**config.mk**
```make
export PLATFORM = sky130hd
export DESIGN_NAME = seg_scan
export DESIGN_NICKNAME = d
export VERILOG_FILES = /design/src/rtl/seg_pkg.sv /design/src/rtl/bcd7seg.sv /design/src/rtl/seg_scan.sv
export SDC_FILE = /design/constraint.sdc
export NUM_CORES = 1
export LEC_CHECK = 0
export BUFFER_PORTS_ARGS = -buffer_cell sky130_fd_sc_hd__buf_2
export CORE_MARGIN = 4
export CORE_UTILIZATION = 53
export DETAILED_ROUTE_END_ITERATION = 7
export HOLD_SLACK_MARGIN = 0.02
export PLACE_DENSITY = 0.76
export REMOVE_ABC_BUFFERS = 1
export SLEW_MARGIN = 0
export SYNTH_ARGS = -nofsm -noshare
export SYNTH_HDL_FRONTEND = slang
export SYNTH_HIERARCHICAL = 1
export SYNTH_SLANG_ARGS = --single-unit
```
**constraint.sdc**
```tcl
create_clock -name clk -period 2.2 [get_ports clk]
set_input_delay 0.11 -clock clk [delete_from_list [all_inputs] [get_ports clk]]
set_output_delay 0.11 -clock clk [all_outputs]
set_load 0.005 [all_outputs]
```
**src/rtl/seg_pkg.sv**
```systemverilog
`default_nettype none
// ============================================================================
// Module      : seg_pkg
// Description : Shared constants and types for the 4-digit 7-segment scanner.
// Revision    : 1.0  initial release
// ============================================================================
package seg_pkg;

    localparam int NUM_DIGITS = 4;

    typedef logic [6:0] seg_t;
    typedef logic [1:0] idx_t;

    // Active-low {g,f,e,d,c,b,a} patterns
    localparam seg_t SEG_BLANK = 7'b1111111;
    localparam seg_t SEG_0     = 7'b1000000;
    localparam seg_t SEG_1     = 7'b1111001;
    localparam seg_t SEG_2     = 7'b0100100;
    localparam seg_t SEG_3     = 7'b0110000;
    localparam seg_t SEG_4     = 7'b0011001;
    localparam seg_t SEG_5     = 7'b0010010;
    localparam seg_t SEG_6     = 7'b0000010;
    localparam seg_t SEG_7     = 7'b1111000;
    localparam seg_t SEG_8     = 7'b0000000;
    localparam seg_t SEG_9     = 7'b0010000;

    localparam logic [NUM_DIGITS-1:0] AN_OFF = 4'b1111;

    function automatic logic [NUM_DIGITS-1:0] an_select(input idx_t idx);
        logic [NUM_DIGITS-1:0] onehot;
        onehot = 4'b0001 << idx;
        return ~onehot;
    endfunction

endpackage : seg_pkg
`default_nettype wire

```
**src/rtl/bcd7seg.sv**
```systemverilog
`default_nettype none
// ============================================================================
// Module      : bcd7seg
// Description : BCD nibble to active-low 7-segment pattern; 10..15 blank.
// Revision    : 1.0  initial release
// ============================================================================
module bcd7seg
    import seg_pkg::*;
(
    input  logic [3:0] i_bcd,
    output logic [6:0] o_seg
);

    always_comb begin
        o_seg = SEG_BLANK;
        case (i_bcd)
            4'd0:    o_seg = SEG_0;
            4'd1:    o_seg = SEG_1;
            4'd2:    o_seg = SEG_2;
            4'd3:    o_seg = SEG_3;
            4'd4:    o_seg = SEG_4;
            4'd5:    o_seg = SEG_5;
            4'd6:    o_seg = SEG_6;
            4'd7:    o_seg = SEG_7;
            4'd8:    o_seg = SEG_8;
            4'd9:    o_seg = SEG_9;
            default: o_seg = SEG_BLANK;
        endcase
    end

endmodule : bcd7seg
`default_nettype wire

```
**src/rtl/seg_scan.sv**
```systemverilog
`default_nettype none
// ============================================================================
// Module      : seg_scan
// Description : Multiplexed 4-digit 7-segment driver with frame snapshot and
//               per-pair blink for clock adjust mode.
// Revision    : 1.0  initial release
// ============================================================================
module seg_scan
    import seg_pkg::*;
#(
    parameter int SCAN_DIV  = 100000,
    parameter int BLINK_DIV = 25000000
)(
    input  logic        clk,
    input  logic        RESET,
    input  logic [15:0] digits,
    input  logic        blink_en,
    input  logic        blink_sel,
    input  logic [3:0]  dp_mask,
    output logic [3:0]  an,
    output logic [6:0]  seg,
    output logic        dp
);

    localparam int SCAN_W  = $clog2(SCAN_DIV);
    localparam int BLINK_W = $clog2(BLINK_DIV);
    localparam logic [SCAN_W-1:0]  C_SCAN_LAST  = SCAN_W'(SCAN_DIV - 1);
    localparam logic [BLINK_W-1:0] C_BLINK_LAST = BLINK_W'(BLINK_DIV - 1);
    localparam idx_t               C_IDX_LAST   = idx_t'(NUM_DIGITS - 1);

    logic [SCAN_W-1:0]  r_scan_cnt;
    logic [BLINK_W-1:0] r_blink_cnt;
    idx_t               r_idx;
    logic               r_phase;
    logic [15:0]        r_snap_digits;
    logic [3:0]         r_snap_dp;

    logic               w_scan_tc;
    logic               w_blink_tc;
    logic [3:0]         w_nibble;
    seg_t               w_seg;
    logic               w_in_pair;
    logic               w_hide;

    assign w_scan_tc  = (r_scan_cnt == C_SCAN_LAST);
    assign w_blink_tc = (r_blink_cnt == C_BLINK_LAST);
    assign w_nibble   = r_snap_digits[{r_idx, 2'b00} +: 4];

    // blink_sel=0 selects digits 3:2 (idx bit1 set), 1 selects digits 1:0
    assign w_in_pair  = (r_idx[1] != blink_sel);
    assign w_hide     = blink_en & r_phase & w_in_pair;

    bcd7seg u_bcd7seg (
        .i_bcd (w_nibble),
        .o_seg (w_seg)
    );

    // Scan counter, digit index and frame snapshot
    always_ff @(posedge clk or posedge RESET) begin
        if (RESET) begin
            r_scan_cnt    <= '0;
            r_idx         <= '0;
            r_snap_digits <= '0;
            r_snap_dp     <= '0;
        end else if (w_scan_tc) begin
            r_scan_cnt <= '0;
            r_idx      <= r_idx + idx_t'(1);
            if (r_idx == C_IDX_LAST) begin
                r_snap_digits <= digits;
                r_snap_dp     <= dp_mask;
            end
        end else begin
            r_scan_cnt <= r_scan_cnt + SCAN_W'(1);
        end
    end

    // Free-running blink timebase, independent of the scan timing
    always_ff @(posedge clk or posedge RESET) begin
        if (RESET) begin
            r_blink_cnt <= '0;
            r_phase     <= 1'b0;
        end else if (w_blink_tc) begin
            r_blink_cnt <= '0;
            r_phase     <= ~r_phase;
        end else begin
            r_blink_cnt <= r_blink_cnt + BLINK_W'(1);
        end
    end

    // Registered pins; blink controls are sampled live, not from the snapshot
    always_ff @(posedge clk or posedge RESET) begin
        if (RESET) begin
            an  <= AN_OFF;
            seg <= SEG_BLANK;
            dp  <= 1'b1;
        end else begin
            an  <= w_hide ? AN_OFF : an_select(r_idx);
            seg <= w_seg;
            dp  <= ~r_snap_dp[r_idx];
        end
    end

endmodule : seg_scan
`default_nettype wire

```
# After elaboration in Yosys (flattened, before gate mapping)
# Memory sizes are Yosys's and may differ from the RTL's. A register that Yosys moved wholly into a read port is not among the register bits.
# Index checks and enable logic that the tools add are counted.
[totals]
regBits = 70
rom_bits = 112
in_bits = 24
output_inout_bits = 12
wordCells = 30
mem_count = 1
[mem_list]
columns = ["memory", "depth", "width", "rd", "rd_clocked_by_memory_dff", "write_ports", "line_no", "rtl"]
rows = [
  ["(no name shown)", 16, 7, 1, 1, 0, "bcd7seg.sv:16", "case (i_bcd)"],
]
[classes]
addsub = 3
magnitude_cmp = 1
n_eq_ne = 4
shift = 2
muxes = 5
n_bitwise = 5
n_reduce_logical = 1
[op_table]
columns = ["cell", "count"]
rows = [
  ["adder 25 x 1 -> 25 bit (second input constant)", 1],
  ["== test 25 bit (second input constant)", 1],
  ["two-way mux 25 bit", 1],
  ["adder 17 x 1 -> 17 bit (second input constant)", 1],
  ["== test 17 bit (second input constant)", 1],
  ["two-way mux 17 bit", 1],
  ["indexed part select 16 x 5 -> 4 bit", 1],
  ["two-way mux 4 bit", 1],
  ["inverter 4 bit", 1],
  ["<< shifter 1 x 2 -> 4 bit (first input constant)", 1],
  ["less-than comparator 2 x 3 -> 1 bit (second input constant)", 1],
  ["adder 2 x 1 -> 2 bit (second input constant)", 1],
  ["bitwise AND 1 bit", 2],
  ["binary-select mux 1 bit (select 2 bit)", 1],
  ["== test 2 bit (second input constant)", 1],
  ["inverter 1 bit", 2],
  ["AND reduction 2 bit", 1],
  ["two-way mux 1 bit", 1],
  ["!= test 1 bit", 1],
]

# Depth between registers and ports, before layout
# Gate-level depths: netlist of run 1.
[depth]
word_depth = 3
mapped_depth = 7
depth_no_buf = 6

# Modules after synthesis
# The synthesis of run 1 kept the hierarchy.
[by_module_without_submodules]
columns = ["module", "instances", "cells_per_inst", "area_each_um2"]
rows = [
  ["seg_scan", 1, 283, 3407.0],
  ["bcd7seg", 1, 33, 210.2],
]

# Worst setup path after synthesis of run 1
# No wires, ideal clock.
[synth_timing]
path_kind = "register to register"
from = "register r_idx[0]"
to = "register seg[3]"
setup_time_ns = 0.087
arrival_time_ns = 1.850
t_required_ns = 2.113
path_slack_ns = 0.263
path_stages_with_launch = 7
path_buffers = 1
cell_sequence = "dfrtp_1 -> clkbuf_1 -> mux4_2 -> ha_1 -> or2_1 -> a21oi_2 -> a31oi_1"
[synth_via]
elab_chain_cells = 1
[synth_lines]
columns = ["element", "line_no", "rtl"]
rows = [
  ["start: declaration", "seg_scan.sv:33", "idx_t r_idx;"],
  ["start signal: assignment", "seg_scan.sv:67", "r_idx <= r_idx + idx_t'(1);"],
  ["indexed part select 16 x 5 -> 4 bit", "seg_scan.sv:47", "assign w_nibble = r_snap_digits[{r_idx, 2'b00} +: 4];"],
  ["via w_nibble[0]", "seg_scan.sv:40", "logic [3:0] w_nibble;"],
  ["end: declaration", "seg_scan.sv:21", "output logic [6:0] seg,"],
]
# The timed path passes the listed nets, and every way through them passes these cells.
# A chain may end at the register's enable or synchronous reset.

# Worst setup path after layout of run 1
[layout_timing]
from = "register r_scan_cnt[6]"
to = "register r_snap_digits[3]"
[layout_via]
elab_chain_cells = 2
[layout_lines]
columns = ["element", "line_no", "rtl"]
rows = [
  ["start: declaration", "seg_scan.sv:31", "logic [SCAN_W-1:0] r_scan_cnt;"],
  ["start signal: assignment", "seg_scan.sv:73", "r_scan_cnt <= r_scan_cnt + SCAN_W'(1);"],
  ["== test 17 bit", "seg_scan.sv:45", "assign w_scan_tc = (r_scan_cnt == C_SCAN_LAST);"],
  ["AND reduction 2 bit (no line)", "n/a", ""],
  ["end signal: assignment", "seg_scan.sv:69", "r_snap_digits <= digits;"],
  ["end: declaration", "seg_scan.sv:35", "logic [15:0] r_snap_digits;"],
]
# No other way between the ends.

==> results of run 1 <==
[registers in the layout, indices dropped and copies added (netlist names)]
name           count
seg                7
r_phase            1
r_snap_digits     16
dp                 1
r_blink_cnt       25
r_idx              2
r_scan_cnt        17
r_snap_dp          4
an                 4
[critical path: cells and delay by family, from the launching register on]
kind | cells | cell delay (ns)
buffers and inverters | 1 | 0.23
DFF | 1 | 0.43
and+or+nand+nor | 3 | 0.86
muxes | 1 | 0.35
[worst min path at each step]
stage	startpoint	to	slack, ns	cells past startpoint
2_1_floorplan	digits[0]	r_snap_digits[0]	0.24	1
3_3_place_gp	RESET	r_blink_cnt[19]	0.14	2
3_5_place_dp	RESET	r_blink_cnt[19]	0.14	2
4_1_cts	blink_en	an[2]	0.07	3
5_1_grt	blink_en	an[2]	0.11	3
6_report	blink_en	an[2]	0.08	3
[cell usage in the layout (no fill, tap or decap), drive strengths merged, types with 3 or more instances in the layout]
cell / instances
dfrtp: 65
or3: 6
nor4b: 3
buf: 43
dlygate4sd3: 21
mux2: 20
nand3: 20
mux4: 5
nor3: 6
nand4: 9
nor4: 5
xor2: 13
dfstp: 12
nor2: 23
o21ai: 14
o31ai: 4
and4: 4
or4: 6
nand2: 20
inv: 12
clkbuf: 12
and3: 3
ha: 11
nand2b: 4
a21oi: 11
xnor2: 17
[per-layer routing]
metal	global-route usage, %	routed length (um)	share of wire (%)
met5	0	0	0
met1	24.3	3080	42
met4	6.51	121	1.7
met3	6.08	252	3.4
met2	33.0	3870	53
[timing repair]
item	in CTS	in global routing
hold buffers	21	0
hold endpoints to repair	34	0
setup endpoints to repair	0	0
[through the flow]
step	TNS [ns]	cell area (um^2)	util, %	cells	worst slack [ns]
6_report	0	4320	66.4	462	0.225
5_1_grt	0	4320	66.4	462	0.0411
4_1_cts	0	4310	66.4	461	0.204
3_5_place_dp	0	3900	60.0	424	0.209
3_3_place_gp	0	3900	60.0	424	0.276
2_1_floorplan	-1.14	3560	-	304	-0.0783
[power breakdown]
group | switching [uW] | leakage (uW) | internal (uW)
Sequential | 13.0 | 0.000959 | 1450
Clock | 498 | 0.000102 | 583
Combinational | 73.6 | 0.000839 | 80.3
[kinds of logic (layout without fill, tap and decap cells)]
kind of cell    Yosys count  after routing  synth area share, %
xor+xnor                 30             30                 7.26
mux                      27             27                 9.89
fa+ha+maj                11             11                 3.80
simple gates            115            115                 17.4
other cells               0              1                    0
compound gates           32             32                 5.02
buf+inv                  24             92                 2.94
flops                    77             77                 53.7
[layout make-up]
cell class	instances	share of cell area (%)
inverters	12	1.04
diodes	1	0.0580
multi-input cells	215	36.4
well taps	77	2.23
clock inverters	4	1.10
flip-flops and latches	77	45.0
repair buffers	64	10.6
clock buffers	12	3.60
==> results.py, run 1 <==
metrics = {
    "outcome": {
        "status": "complete, no violations",
    },
    "sta": {
        "slew_violations": 0,
        "relSlewSlack_pct": 69.9,
        "setup_viol": 0,
        "finalHoldViolCount": 0,
        "fin_skew_ns": 0.0117,
        "min_period_ns": 1.97,
        "rsz0062_at_grt": "no",
        "holdWs_ns": 0.0821,
        "tightest_slew_ns": 0.451,
        "finalCritPeriodShare_pct": 89.8,
        "fmax_mhz": 506,
    },
    "yosys": {
        "yosysUniqueCellTypes": 38,
        "yosysMostFrequentCell": "dfrtp_1",
        "syn-instance-count": 316,
        "synth_area_per_cell_um2": 11.4,
        "synth_seq_cells": 77,
        "synthTopCellsByArea": "dfrtp_1 45%, dfstp_2 8.7%, xnor2_1 4.1%, ha_1 3.8%, mux2_2 3.4%",
        "synth_common_cells": "65 x dfrtp_1, 23 x nor2_1, 20 x nand2_1, 20 x nand3_1, 17 x xnor2_1",
        "yosys_most_used_dff": "dfrtp_1",
        "yosysWarnings": 6,
        "syn_area_um2": 3620,
        "async_flop_share_pct": 100,
        "ys_seq_area_share_pct": 53.7,
        "synth_edf_count": 0,
        "netlist.area_leader.share_pct": 45.0,
        "synth_top_area_cell": "dfrtp_1",
    },
    "clock_tree": {
        "root_buffer": "clkbuf_8",
        "clockBufferDepth": 2,
        "clk_latency_ns": 0.35,
        "cts_resized": 0,
        "numCtsBuffers": 9,
        "clock_sinks": 77,
        "cts_tree": "done",
        "cts_setup_buffers": 0,
        "clk_pin_slew_ns": 0.08,
        "htreeDepth": 3,
    },
    "setup_path": {
        "end_kind": "register",
        "arrival_ns": 2.21,
        "r2r_slack_ns": 0.23,
        "worstPathMaxFanout": 20,
        "slowest_stage": "or4_1",
        "critPathCapture": "r_snap_digits[3]",
        "cp.required_ns": 2.43,
        "crit_type": "register to register",
        "timing.rr.end": "r_snap_digits[3]",
        "critPathLaunchType": "register",
        "max_stage_delay_ns": 0.53,
        "rr_worst_depth": 5,
        "crit_start": "r_scan_cnt[6]",
        "path_cells": "or4_1 -> nor3_2 -> nand3_1 -> buf_4 -> mux2_1",
        "reg2reg_from": "r_scan_cnt[6]",
    },
    "floorplan": {
        "die-area_um2": 8210,
        "core_area_um2": 6490,
        "rows": 29,
        "die_width_um": 90.6,
        "ios": 36,
        "die_h_um": 90.6,
        "start_util_pct": 55.7,
    },
    "global_routing": {
        "overflow": 0,
        "grt_max_degree": 36,
        "grt_pass1_wl_um": 12800,
        "grt_usage_pct": 19.7,
        "first_global_vias": 2656,
        "antenna_found_initial": 1,
    },
    "drt": {
        "vias": 2599,
        "drt_iter0_markers": 131,
        "via_per_inst": 5.63,
        "postRouteAntennaNets": 0,
        "wire_per_inst_um": 15.8,
        "wl_um": 7320,
        "drtPass1Iterations": 4,
        "drc_errors": 0,
    },
    "finish": {
        "synthToLayoutAreaGrowth_pct": 19.3,
        "register_area_um2": 1940,
        "multi_input_area_um2": 1570,
        "n_fill_cell": 499,
        "layout-drive-gt1-share_pct": 23.4,
        "layout.nets": 414,
    },
    "power_and_ir_drop": {
        "power.leakage_uw": 0.00190,
        "power.density_nw_per_um2": 626,
        "p_total_uw": 2700,
        "worst_ir_drop_vdd_v": 0.000416,
    },
    "placed_design": {
        "hpwl_um": 4910,
        "port_buffers": 35,
        "finalWeightedCongestion": 0.830,
    },
    "worst_hold_path": {
        "min_path_type": "input port to register",
    },
    "flow_run": {
        "drv_cap": 0,
    },
}
No activity file was read; power rests on OpenSTA's default activity.
==> run 2, diff against run 1 <==
SETUP_SLACK_MARGIN = 0.5   (was not set)
==> run 2 against run 1 <==
Non-clock buffer count grew 46. Sequential power hardly changed. Critical endpoint unchanged. Worst hold slack better by 0.031 ns. Power up 1.4%. Setup slack gained 0.050 ns. Largest cell class unchanged. Critical path depth is the same. Critical path type unchanged.
==> results.py, run 2 (synthesis results as in run 1) <==
metrics = {
    "outcome": {
        "status": "complete, no violations",
    },
    "finish": {
        "max_flop_register": "r_blink_cnt",
        "final_cell_mix": "57 x dfrtp_1, 46 x buf_4, 35 x buf_2, 21 x dlygate4sd3_1, 20 x nand2_1",
        "largest_reg_flops": 25,
        "diodes": 0,
        "register_area_um2": 1950,
        "synthToLayoutAreaGrowth_pct": 36.1,
        "multi_input_area_um2": 1780,
        "layout.nets": 460,
        "instances_no_fill": 507,
        "n_fill_cell": 386,
        "fin_area_um2": 4920,
        "reg_top3": "r_blink_cnt (25), r_scan_cnt (17), r_snap_digits (16)",
        "layout-drive-gt1-share_pct": 41.9,
        "final_common_cell": "dfrtp_1",
    },
    "clock_tree": {
        "htreeDepth": 3,
        "clk_pin_slew_ns": 0.08,
        "clk_latency_ns": 0.36,
        "cts_tree": "done",
        "numCtsBuffers": 9,
        "clockBufferDepth": 2,
        "clock_sinks": 77,
        "root_buffer": "clkbuf_8",
    },
    "global_routing": {
        "first_global_vias": 2839,
        "grt_pass1_wl_um": 13700,
        "antenna_found_initial": 0,
        "grt_usage_pct": 20.9,
        "grt_max_degree": 36,
        "overflow": 0,
    },
    "setup_path": {
        "worstPathMaxFanout": 20,
        "crit_type": "register to register",
        "slowest_stage": "or4_4",
        "rr_worst_depth": 5,
        "path_cells": "or4_4 -> nor3_4 -> nand3_2 -> buf_12 -> mux2_1",
        "crit_start": "r_scan_cnt[5]",
        "max_stage_delay_ns": 0.55,
        "arrival_ns": 2.15,
        "end_kind": "register",
        "timing.rr.end": "r_snap_digits[3]",
        "cp.buffers_inverters": 1,
        "r2r_slack_ns": 0.28,
        "critPathLaunchType": "register",
        "critical_path_depth": 5,
        "cp.required_ns": 2.43,
        "critical_path.top_delay_family": "simple AND/OR/NAND/NOR gates",
        "reg2reg_from": "r_scan_cnt[5]",
    },
    "flow_run": {
        "drv_cap": 0,
    },
    "drt": {
        "postRouteAntennaNets": 0,
        "drt_iter0_markers": 136,
        "drc_errors": 0,
        "via_per_inst": 5.71,
        "wl_um": 9270,
        "vias": 2894,
        "drtPass1Iterations": 4,
        "wire_per_inst_um": 18.3,
    },
    "floorplan": {
        "die_width_um": 90.6,
        "core_area_um2": 6490,
        "start_util_pct": 55.7,
        "die_h_um": 90.6,
        "rows": 29,
        "die-area_um2": 8210,
        "ios": 36,
    },
    "sta": {
        "fmax_mhz": 519,
        "fin_skew_ns": 0.0146,
        "finalHoldViolCount": 0,
        "rsz0062_at_grt": "yes",
        "relSlewSlack_pct": 69.9,
        "setup_slack_ns": 0.275,
        "holdWs_ns": 0.113,
        "min_period_ns": 1.92,
        "tightest_slew_ns": 0.451,
        "setup_viol": 0,
        "finalCritPeriodShare_pct": 87.5,
        "slew_violations": 0,
    },
    "worst_hold_path": {
        "min-delay-start": "blink_en",
        "min_to": "an[2]",
        "hold_depth": 3,
        "min_path_type": "input port to register",
    },
    "power_and_ir_drop": {
        "power.leakage_uw": 0.00218,
        "worst_ir_drop_vdd_v": 0.000413,
        "power.density_nw_per_um2": 557,
        "p_total_uw": 2740,
    },
    "placed_design": {
        "post-place-ws_ns": 0.209,
        "finalWeightedCongestion": 0.830,
        "port_buffers": 35,
        "postPlaceCellArea_um2": 3900,
        "hpwl_um": 4910,
        "dp.cells": 424,
    },
}
[run 2: how the worst max path moves through the flow]
stage,to
6_report,r_snap_digits[3]
5_1_grt,r_snap_digits[3]
4_1_cts,r_snap_digits[3]
3_5_place_dp,r_snap_digits[3]
3_3_place_gp,r_snap_digits[2]
2_1_floorplan,r_snap_digits[0]
[run 2: routing by layer]
metal | GRT usage [%] | vias to the layer above | part of all wire, %
met2 | 36.7 | 70 | 55
met1 | 24.8 | 1461 | 39
met3 | 6.17 | 31 | 2.9
met4 | 5.99 | 0 | 3.4
li1 | - | 1332 | -
met5 | 0 | - | 0
[run 2: area by class of cell]
type	count	area share, %
Tap cell	77	1.96
Clock inverter	4	0.966
Inverter	12	1.02
Sequential cell	77	39.6
Multi-Input combinational cell	215	36.2
Clock buffer	12	3.15
Timing Repair Buffer	110	17.1
[run 2: worst reg2reg max path, stage by stage, from the launching register on]
cell and delay [ns]:
dfrtp_1 0.39, or4_4 0.55, nor3_4 0.25, nand3_2 0.12, buf_12 0.18, mux2_1 0.33
[run 2: power breakdown]
part / internal [uW] / switching [uW] / total [uW]
Sequential: 1450 / 12.6 / 1470
Clock: 583 / 512 / 1100
Combinational: 92.4 / 85.5 / 178
Total: 2130 / 610 / 2740
[run 2: through the flow]
step	TNS, ns	util, %
after detailed placement	0	60.0
after floorplan	-1.14	-
after CTS	0	70.0
after global placement	0	60.0
final	0	75.8
after global routing	0	75.8
[run 2: repair_timing]
action / CTS / global route
cloned: 0 / 1
resized for setup: 24 / 51
hold endpoints to repair: 34 / 0
setup buffers: 22 / 23
endpoints found under the setup margin: 44 / 56
pin swaps: 12 / 22
hold buffers: 21 / 0
==> run 3, diff against run 2 <==
clock period = 1.6 ns   (was 2.2 ns; I/O delays follow)
==> run 3 against run 2 <==
Combinational power grew 70%. The run now ends with negative setup slack left. Sequential power grew 38%. Critical path type unchanged. Cell count grew 10%. Critical endpoint is now r_blink_cnt[18]. Highest routed layer unchanged. Largest power group unchanged.
==> results.py, run 3 (synthesis results as in run 1) <==
metrics = {
    "placed_design": {
        "dp.cells": 478,
        "finalWeightedCongestion": 0.802,
        "port_buffers": 35,
        "post-place-ws_ns": -0.236,
        "postPlaceCellArea_um2": 4320,
        "hpwl_um": 5270,
    },
    "floorplan": {
        "start_util_pct": 55.7,
        "die_h_um": 90.6,
        "die-area_um2": 8210,
        "ios": 36,
        "die_width_um": 90.6,
        "rows": 29,
        "core_area_um2": 6490,
    },
    "global_routing": {
        "grt_pass1_wl_um": 18200,
        "first_global_vias": 3385,
        "antenna_found_initial": 2,
        "overflow": 0,
        "grt_max_degree": 78,
        "grt_usage_pct": 28.7,
    },
    "outcome": {
        "violations": "negative setup slack",
        "status": "finished with violations",
    },
    "setup_path": {
        "worstPathMaxFanout": 7,
        "critical_path_depth": 6,
        "cp.required_ns": 1.90,
        "cp_common_cell": "or3_4",
        "arrival_ns": 2.27,
        "critical_path.top_delay_family": "simple AND/OR/NAND/NOR gates",
        "cp.buffers_inverters": 1,
        "crit_type": "register to register",
        "max_stage_delay_ns": 0.49,
        "slowest_stage": "or3_4",
        "reg2reg_from": "r_blink_cnt[0]",
        "critPathLaunchType": "register",
        "end_kind": "register",
        "r2r_slack_ns": -0.37,
        "timing.rr.end": "r_blink_cnt[18]",
        "rr_worst_depth": 6,
        "path_cells": "ha_2 -> nand3_2 -> or3_4 -> buf_6 -> or3_4 -> a21oi_2",
    },
    "finish": {
        "instances_no_fill": 558,
        "register_area_um2": 1940,
        "fin_area_um2": 5860,
        "layout.nets": 509,
        "n_fill_cell": 238,
        "final_common_cell": "dfrtp_1",
        "reg_top3": "r_blink_cnt (25), r_scan_cnt (17), r_snap_digits (16)",
        "synthToLayoutAreaGrowth_pct": 62.1,
        "largest_reg_flops": 25,
        "fin_util_pct": 90.3,
        "layout-drive-gt1-share_pct": 60.5,
        "max_flop_register": "r_blink_cnt",
        "final_cell_mix": "63 x dfrtp_1, 59 x buf_4, 44 x buf_6, 30 x buf_2, 22 x dlygate4sd3_1",
        "multi_input_area_um2": 2190,
    },
    "clock_tree": {
        "htreeDepth": 3,
        "clk_pin_slew_ns": 0.09,
        "cts_tree": "done",
        "numCtsBuffers": 9,
        "root_buffer": "clkbuf_8",
        "clock_sinks": 77,
        "clk_latency_ns": 0.37,
        "clockBufferDepth": 2,
    },
    "sta": {
        "slew_violations": 0,
        "fmax_mhz": 507,
        "finalCritPeriodShare_pct": 123,
        "rsz0062_at_grt": "yes",
        "relSlewSlack_pct": 67.7,
        "tightest_slew_ns": 0.480,
        "setup_slack_ns": -0.371,
        "finalHoldViolCount": 0,
        "fin_skew_ns": 0.0140,
        "setup_viol": 62,
        "min_period_ns": 1.97,
    },
    "worst_hold_path": {
        "hold_depth": 4,
        "min_to": "an[1]",
        "min_path_type": "input port to register",
        "min-delay-start": "blink_sel",
    },
    "power_and_ir_drop": {
        "power.density_nw_per_um2": 681,
        "worst_ir_drop_vdd_v": 0.000743,
        "power.leakage_uw": 0.00267,
    },
    "drt": {
        "vias": 3522,
        "wire_per_inst_um": 26.6,
        "postRouteAntennaNets": 0,
        "drtPass1Iterations": 5,
        "drc_errors": 0,
        "wl_um": 14900,
        "drt_iter0_markers": 259,
        "via_per_inst": 6.31,
    },
    "flow_run": {
        "drv_cap": 0,
    },
}
==> run 3: cell types whose count changed in the layout (fill, tap and decap cells not counted), sizes merged <==
cell	change
buf	+47
bufinv	+1
clkbuf	-2
diode	+2
dlygate4sd3	+1
inv	+1
mux4	+1
==> run 3: cell type report <==
type	instances	share of cell area, %
antenna	2	0.0853
multi-input combinational	216	37.3
clock buffer	10	2.18
clock inverter	6	1.47
timing repair buffer	158	23.3
inverter	12	0.896
sequential	77	33.2
tap	77	1.64
==> run 3: power breakdown <==
part | total (uW) | internal, uW | switching [uW]
clock | 1660 | 880 | 783
combinational | 302 | 157 | 145
sequential | 2030 | 2000 | 30.6
total | 3990 | 3040 | 959
==> run 3: through the flow <==
stage / TNS [ns] / total power, uW / hold WS [ns]
floorplan: -47.08 / 2140 / 0.212
global placement: -5.10 / 2220 / 0.195
detailed placement: -6.71 / 2230 / 0.198
CTS: -6.30 / 3870 / 0.0954
global route: -17.89 / 4110 / 0.116
finish: -15.24 / 3990 / 0.132
==> run 3: how the worst max path moves through the flow <==
| stage | from | to | slack (ns) |
|---|---|---|---|
| detailed placement | r_scan_cnt[5] | r_snap_digits[11] | -0.24 |
| global route | r_blink_cnt[0] | r_phase | -0.43 |
| finish | r_blink_cnt[0] | r_blink_cnt[18] | -0.37 |
| CTS | r_scan_cnt[5] | r_snap_digits[13] | -0.24 |
| global placement | r_idx[0] | seg[3] | -0.18 |
| floorplan | r_scan_cnt[5] | r_snap_digits[0] | -0.68 |
==> run 3: worst reg2reg max path: stages, from the launching register on <==
cell and delay (ns):
dfrtp_1 0.41, ha_2 0.23, nand3_2 0.12, or3_4 0.49, buf_6 0.16, or3_4 0.34, a21oi_2 0.17
==> run 3: routing by layer <==
layer | global-route usage, % | up-vias | share of wire [%]
met5 | 0 | - | 0
met4 | 12.8 | 0 | 9.6
met3 | 6.42 | 124 | 6.6
met2 | 53.6 | 244 | 52
met1 | 30.5 | 1716 | 32
li1 | - | 1438 | -
==> run 3: repair_timing <==
item	in CTS	in global routing
pin swaps	56	31
gates cloned	1	0
buffers inserted	17	22
hold endpoints to repair	86	0
setup endpoints to repair	73	82
hold buffers	22	0
gates resized for setup	104	87
